### config.mk
export PLATFORM = sky130hd
export DESIGN_NAME = block_pipe_decode_flat
export DESIGN_NICKNAME = d
export VERILOG_FILES = /design/src/rtl/block_pipe_decode_if.sv /design/src/rtl/block_pipe_decode.sv /design/src/flat_wrapper.sv
export SDC_FILE = /design/constraint.sdc
export NUM_CORES = 1
export LEC_CHECK = 0
export ABC_AREA = 1
export BUFFER_PORTS_ARGS = -buffer_cell sky130_fd_sc_hd__buf_2
export CAP_MARGIN = 40
export CORE_UTILIZATION = 45
export CTS_CLUSTER_DIAMETER = 150
export CTS_CLUSTER_SIZE = 24
export DETAILED_ROUTE_END_ITERATION = 8
export PLACE_DENSITY = 0.63
export SLEW_MARGIN = 20
export SYNTH_ARGS = -nofsm -noshare
export SYNTH_HDL_FRONTEND = slang
export SYNTH_SLANG_ARGS = --single-unit
### constraint.sdc
create_clock -name clk -period 3.6 [get_ports clk]
set_input_delay 0.54 -clock clk [delete_from_list [all_inputs] [get_ports clk]]
set_output_delay 0.54 -clock clk [all_outputs]
set_load 0.01 [all_outputs]
### src/rtl/block_pipe_decode_if.sv
// Stream interface for block_pipe_decode: upstream valid/ready/data,
// downstream valid/ready/data, plus the stage-2 busy indicator.
// master = side that feeds words in and consumes results (the environment),
// slave  = the decoder itself.
interface block_pipe_decode_if #(
    parameter int DATA_W = 32
);
    logic              valid_i;
    logic [DATA_W-1:0] data_i;
    logic              ready_o;
    logic              ready_i;
    logic              valid_o;
    logic [DATA_W-1:0] data_o;
    logic              busy_o;

    modport master (
        output valid_i, data_i, ready_i,
        input  ready_o, valid_o, data_o, busy_o
    );

    modport slave (
        input  valid_i, data_i, ready_i,
        output ready_o, valid_o, data_o, busy_o
    );
endinterface

### src/rtl/block_pipe_decode.sv
// block_pipe_decode: three-stage valid/ready pipeline that undoes the forward
// "add ADD_K, multiply by MUL_K" pipe: x = y * INV_K - ADD_K (mod 2^DATA_W).
//   stage 1: input register
//   stage 2: multiply by INV_K (serial shift-add, DATA_W iterations)
//   stage 3: subtract ADD_K, drives the output
// Optional macro BLOCK_PIPE_DECODE_FAST_MUL_EN: stage 2 uses a single-cycle
// combinational multiply instead (done one edge after load). Results are
// identical in both builds; only latency and throughput differ.
module block_pipe_decode #(
    parameter int              DATA_W = 32,
    parameter logic [DATA_W-1:0] ADD_K  = 4,
    parameter logic [DATA_W-1:0] INV_K  = 32'hCCCCCCCD
) (
    input  logic                 clk,
    input  logic                 rst_n,
    block_pipe_decode_if.slave   bus
);

    // ---------------- stage registers ----------------
    logic              valid1;
    logic [DATA_W-1:0] data1;

    logic              valid2;
    logic [DATA_W-1:0] acc;
`ifdef BLOCK_PIPE_DECODE_FAST_MUL_EN
    logic              cnt;      // 0 on the load edge, 1 once the product is in acc
`else
    localparam int CNT_W = $clog2(DATA_W + 1);
    logic [DATA_W-1:0] mcand;
    logic [DATA_W-1:0] mplier;
    logic [CNT_W-1:0]  cnt;
`endif

    logic              valid3;
    logic [DATA_W-1:0] data3;

    // ---------------- handshake network ----------------
    logic done2;
    logic ready1;
    logic ready2;
    logic ready3;
    logic load1;
    logic load2;
    logic load3;

    // Ready chain runs back from ready_i through the done flags; valid_i only
    // feeds the load enables, never ready_o.
    always_comb begin
`ifdef BLOCK_PIPE_DECODE_FAST_MUL_EN
        done2  = cnt;
`else
        done2  = (cnt == CNT_W'(DATA_W));
`endif
        ready3 = !valid3 || bus.ready_i;
        ready2 = !valid2 || (done2 && ready3);
        ready1 = !valid1 || ready2;
        load1  = bus.valid_i && ready1;
        load2  = valid1 && ready2;
        load3  = valid2 && done2 && ready3;
    end

    // Stage 1: plain register of the incoming encoded word.
    always_ff @(posedge clk or negedge rst_n) begin
        if (!rst_n) begin
            valid1 <= 1'b0;
            data1  <= '0;
        end else begin
            if (ready1) valid1 <= bus.valid_i;
            if (load1)  data1  <= bus.data_i;
        end
    end

`ifdef BLOCK_PIPE_DECODE_FAST_MUL_EN
    // Stage 2 (fast): whole truncated product captured on the load edge,
    // done flag set one edge later.
    always_ff @(posedge clk or negedge rst_n) begin
        if (!rst_n) begin
            valid2 <= 1'b0;
            acc    <= '0;
            cnt    <= 1'b0;
        end else begin
            if (ready2) valid2 <= valid1;
            if (load2) begin
                acc <= data1 * INV_K;
                cnt <= 1'b0;
            end else if (valid2 && !done2) begin
                cnt <= 1'b1;
            end
        end
    end
`else
    // Stage 2 (serial): one shift-add step per edge, LSB of the multiplier
    // first. A load replaces all state, so a new word can enter on the same
    // edge the finished one leaves. State freezes while done and stalled.
    always_ff @(posedge clk or negedge rst_n) begin
        if (!rst_n) begin
            valid2 <= 1'b0;
            acc    <= '0;
            mcand  <= '0;
            mplier <= '0;
            cnt    <= '0;
        end else begin
            if (ready2) valid2 <= valid1;
            if (load2) begin
                acc    <= '0;
                mcand  <= data1;
                mplier <= INV_K;
                cnt    <= '0;
            end else if (valid2 && !done2) begin
                if (mplier[0]) acc <= acc + mcand;
                mcand  <= mcand << 1;
                mplier <= mplier >> 1;
                cnt    <= cnt + CNT_W'(1);
            end
        end
    end
`endif

    // Stage 3: remove the additive constant (wraps modulo 2^DATA_W).
    always_ff @(posedge clk or negedge rst_n) begin
        if (!rst_n) begin
            valid3 <= 1'b0;
            data3  <= '0;
        end else begin
            if (ready3) valid3 <= valid2 && done2;
            if (load3)  data3  <= acc - ADD_K;
        end
    end

    assign bus.ready_o = ready1;
    assign bus.valid_o = valid3;
    assign bus.data_o  = data3;
    assign bus.busy_o  = valid2 && !done2;

endmodule

### src/flat_wrapper.sv
// flat-port wrapper written by rule: the top's interface ports become plain ports
module block_pipe_decode_flat 
#(
    parameter int              DATA_W = 32,
    parameter logic [DATA_W-1:0] ADD_K  = 4,
    parameter logic [DATA_W-1:0] INV_K  = 32'hCCCCCCCD
)
  (clk, rst_n, bus_valid_i, bus_data_i, bus_ready_i, bus_ready_o, bus_valid_o, bus_data_o, bus_busy_o);
  block_pipe_decode_if #(.DATA_W(DATA_W)) bus_i ();
  input  logic clk;
  input  logic rst_n;
  input wire logic [$bits(bus_i.valid_i)-1:0] bus_valid_i;
  input wire logic [$bits(bus_i.data_i)-1:0] bus_data_i;
  input wire logic [$bits(bus_i.ready_i)-1:0] bus_ready_i;
  output wire logic [$bits(bus_i.ready_o)-1:0] bus_ready_o;
  output wire logic [$bits(bus_i.valid_o)-1:0] bus_valid_o;
  output wire logic [$bits(bus_i.data_o)-1:0] bus_data_o;
  output wire logic [$bits(bus_i.busy_o)-1:0] bus_busy_o;
  assign bus_i.valid_i = bus_valid_i;
  assign bus_i.data_i = bus_data_i;
  assign bus_i.ready_i = bus_ready_i;
  assign bus_ready_o = bus_i.ready_o;
  assign bus_valid_o = bus_i.valid_o;
  assign bus_data_o = bus_i.data_o;
  assign bus_busy_o = bus_i.busy_o;
  block_pipe_decode #(.DATA_W(DATA_W), .ADD_K(ADD_K), .INV_K(INV_K)) u_core (.clk(clk), .rst_n(rst_n), .bus(bus_i));
endmodule
## Yosys cells after proc, flatten, opt, wreduce, memory -nomap -nowiden

Index checks and enable logic that the tools add are counted.

| word-level totals | value |
|---|---|
| memories | 0 |
| word-level logic and storage cells | 38 |
| latch bits | 0 |
| input bits | 36 |
| ROM bits | 0 |
| register bits after elaboration | 169 |
| memory bits (writable) | 0 |
| output and inout port bits | 35 |

| operators by class | value |
|---|---|
| equality and inequality tests | 1 |
| multiplexer cells | 9 |
| $lt $le $gt $ge | 0 |
| divide/modulo/power cells | 0 |
| shifts and indexed selects | 0 |
| reductions and logical operators | 16 |
| bitwise logic cells | 0 |
| $mul | 0 |
| $add $sub $neg | 3 |

Operators with widths:

| cell | number |
|---|---|
| two-way mux 32 bit | 7 |
| adder 32 bit | 1 |
| subtractor 32 x 3 -> 32 bit, second input constant | 1 |
| two-way mux 6 bit | 2 |
| adder 6 x 1 -> 6 bit, second input constant | 1 |
| equality test 6 bit, second input constant | 1 |
| logical AND 1 bit | 6 |
| zero test 1 bit | 4 |
| nonzero test 2 bit | 2 |
| logical OR 1 bit | 3 |
| AND reduction 2 bit | 1 |

## Longest topological paths before layout

| logic depth | value |
|---|---|
| depth in word-level cells | 7 |
| gate-level depth with buffers | 13 |
| mapped depth without buffers | 13 |

## Worst setup path after synthesis

OpenSTA, ideal clock, no wires.

| timing path | value |
|---|---|
| path type | reg-to-output |
| start point | register u_core.cnt[0] |
| end point | output port bus_busy_o |
| required time | 3060 ps |
| buffers on the path | 1 |
| slack | 1795 ps |
| data arrival time | 1265 ps |
| cell stages (with the launch flop) | 7 |
| cells stage by stage | dfrtp_1 -> inv_1 -> ha_1 -> nand4_2 -> nand2_4 -> inv_2 -> clkbuf_1 |

| on the way | value |
|---|---|
| word-level cells in the longest chain between the ends | 3 |

RTL lines:

| element | line | RTL |
|---|---|---|
| start: declaration | block_pipe_decode.sv:31 | `logic [CNT_W-1:0] cnt;` |
| start signal: assignment | block_pipe_decode.sv:113 | `cnt <= cnt + CNT_W'(1);` |
| equality test 6 bit | block_pipe_decode.sv:52 | `done2 = (cnt == CNT_W'(DATA_W));` |
| zero test 1 bit | block_pipe_decode.sv:133 | `assign bus.busy_o = valid2 && !done2;` |
| logical AND 1 bit | block_pipe_decode.sv:133 |  |
| end: declaration | flat_wrapper.sv:18 | `output wire logic [$bits(bus_i.busy_o)-1:0] bus_busy_o;` |

Every way passes these cells.

## Worst setup path after layout

| timing path | value |
|---|---|
| start point | register u_core.cnt[0] |
| end point | output port bus_ready_o |

| on the way | value |
|---|---|
| word-level cells in the longest chain between the ends | 4 |

RTL lines:

| element | line | RTL |
|---|---|---|
| equality test 6 bit | block_pipe_decode.sv:52 |  |
| logical AND 1 bit | block_pipe_decode.sv:55 | `ready2 = !valid2 \|\| (done2 && ready3);` |
| logical OR 1 bit | block_pipe_decode.sv:55 |  |
| logical OR 1 bit | block_pipe_decode.sv:56 | `ready1 = !valid1 \|\| ready2;` |
| end: declaration | flat_wrapper.sv:15 | `output wire logic [$bits(bus_i.ready_o)-1:0] bus_ready_o;` |

Every way passes these cells.

==> out/metrics.yaml <==
synth:
  synth_top_area_share_pct: 43.01
  synth.most_common_cell: "nand2_1"
  syn-cell-area_um2: 9832
  ys_ff_latch: 169
  synth_top_flop_cell: "dfrtp_1"
  yosysWarnings: 0
  synthTopCellsByArea: "dfrtp_1, nand2_1, inv_1"
  async_reset_ff_share_pct: 100.0
  synth_cell_types: 39
  synth_nets: 1426
  yosys-top-cells-count: "nand2_1, inv_1, dfrtp_1, nor2_1, nand3_1"
  avgSynthCellArea_um2: 7.256
  synth-edff-count: 0
  ys_seq_area_share_pct: 43.01
  yosysTopAreaCell: "dfrtp_1"
  syn_inst: 1355
timing:
  max_slew.worst_pin.slew_ns: 0.7361
  setup-tns-final_ns: 0
  finalHoldViolCount: 0
  slew-limit-headroom_pct: 50.86
  finalSetupViolations: 0
  finalCritPeriodShare_pct: 69.76
  timing.fmax_mhz: 398.2
  grt_setup_unrepaired: "no"
  skew_ns: 0.009215
  fin_crit_ns: 2.511
  drv_slew: 0
critical_path:
  critPathLaunchType: "flop"
  end_kind: "output pin"
  cp_data_arrival_time_ns: 1.97
  critPathMaxFanout: 13
  crit_required_ns: 3.06
  crit_type: "flop to output pin"
flow_run:
  maxCapViolCount: 0
clock_network:
  cts_root_buf: "clkbuf_16"
  cts_tree: "done"
  clk_latency_ns: 0.43
  cts_buffers: 17
  holdBufCountCts: 0
  cts-resized-gates: 0
  htreeDepth: 4
  clockBufferDepth: 2
  clkSinkCount: 169
  clk_pin_slew_ns: 0.07
  postCtsSetupRepairBufs: 0
final_layout:
  utilization_pct: 52.05
  area_growth_syn_to_layout_pct: 12.34
  fill_cells: 2190
  nNetsFinal: 1486
  layout-drive-gt1-share_pct: 9.951
  stdcell_count: 1702
  diodes: 0
  finalInstanceArea_um2: 11050
global_routing:
  grt_overflow: 0
  grt_pass1_wl_um: 40180
  grt_use_total_pct: 23.07
  grt_pass1_vias: 7898
  grt_max_degree: 84
  antenna_found_initial: 0
power_and_ir_drop:
  p_total_mw: 10.61
  power_frac_seq_pct: 33.2
  switchingPower_mw: 4.877
  sw_frac_of_total_pct: 45.98
  peakVddDrop_mv: 0.3900
  comb_power_share_pct: 48.3
  cellLeakagePower_nw: 6.014
  clock_power_share_pct: 18.5
  powerDensity_nw_per_um2: 960.3
  p_int_mw: 5.731
routing:
  wl_per_cell_um: 14.17
  drt-total-wl_um: 24110
  drc: 0
  drt_first_pass_iters: 5
  vias: 8356
  drtAntennaViolNets: 0
  viasPerCell: 4.910
  drt_iter0_markers: 534
die:
  core_area_um2: 21220
  ioPinCount: 71
  die_area_um2: 22440
  start_util_pct: 46.33
  rows: 53
  die_h_um: 149.8
  die_w_um: 149.8
hold_path:
  hp-class: "primary input to flop"
placement:
  placed_cells: 1669
  io_buffer_count: 70
  hpwl_um: 18080
  globalplace.congestion: 0.9341
  dpl-instance-area_um2: 10380
run_status:
  status: "finished, final reports clean"
-- state kept, by name, indices dropped and copies added, names as in the netlist --
register            cells
u_core.data1           32
u_core.bus.data_o      32
u_core.valid2           1
u_core.acc             32
u_core.mplier          32
u_core.mcand           32
u_core.valid1           1
u_core.cnt              6
u_core.bus.valid_o      1
-- power groups by stage --
stage	Sequential, mW	Clock [mW]	Combinational [mW]
after CTS	3.51	2.00	5.13
after detailed placement	3.53	0	5.10
final	3.52	1.96	5.12
after global placement	3.51	0	5.02
after floorplan	3.33	0	3.93
after global routing	3.62	2.08	5.92
-- kinds of logic (layout without fill, tap and decap cells) --
kind of cell               after synthesis  in the layout  share of synthesized area, %
and+or+nand+nor                        726            726                         30.36
buffers and inverters                  241            313                         9.964
AOI/OAI and AO/OA                      152            152                         9.277
xor gates and xnor gates                32             32                         2.851
DFF                                    169            169                         43.01
adders and majority gates               35             35                         4.530
-- worst paths after layout --
path | slack, ns | to | depth (start not counted) | startpoint
setup / recovery | 1.09 | bus_ready_o | 7 | u_core.cnt[0]
setup reg to reg | 1.17 | u_core.acc[16] | 10 | u_core.cnt[0]
hold / removal | 0.33 | u_core.data1[20] | 3 | bus_data_i[20]
hold reg to reg | 0.47 | u_core.bus.data_o[8] | 2 | u_core.bus.data_o[8]
min in group asynchronous | 0.45 | u_core.bus.data_o[4] | 2 | rst_n
max in group asynchronous | 2.23 | u_core.acc[22] | 4 | rst_n
-- final cells by class --
type / instances / area (um^2) / share of cell area [%]
inverter: 203 / 764.5 / 6.921
sequential: 169 / 4229 / 38.29
tap: 275 / 344.1 / 3.115
multi-input combinational: 945 / 4623 / 41.86
clock buffer: 19 / 452.9 / 4.101
timing repair buffer: 79 / 459.2 / 4.157
clock inverter: 12 / 172.7 / 1.563
-- per-layer routing --
| metal | vias to the layer above | wire [um] | track usage [%] |
|---|---|---|---|
| met2 | 165 | 10300 | 35.23 |
| met5 | - | 0 | 0 |
| met4 | 0 | 390 | 6.616 |
| li1 | 4360 | - | - |
| met1 | 3804 | 12640 | 33.89 |
| met3 | 27 | 783 | 3.201 |
-- worst max-delay path, stage by stage, from the launching register on --
cell,delay (ns)
dfrtp_1,0.40
inv_1,0.10
ha_1,0.18
nand4_2,0.15
a21oi_1,0.16
nor2_1,0.08
nand2_2,0.26
buf_2,0.20
-- layout by cell type, fill, tap and decap left out, types with 5 or more instances in the layout --
cell type and count:
nand2_1 497, o211ai_1 35, xnor2_1 13, inv_2 5, a21oi_1 43, a21oi_2 8, buf_4 6, o21ai_0 45
xor2_1 19, dfrtp_1 169, buf_2 69, inv_6 6, o22ai_1 10, nor3_1 6, nand3_1 94, clkbuf_16 17
ha_1 34, nand4_1 5, inv_1 197, nor2_1 104
-- metrics by stage --
step	setup slack, ns	hold WS, ns
finish	1.089	0.3319
global route	0.9225	0.3357
CTS	1.039	0.1753
detailed placement	1.194	0.4532
global placement	1.313	0.4493
floorplan	1.795	0.2444
Note: power is estimated with default switching activity, not from simulation.
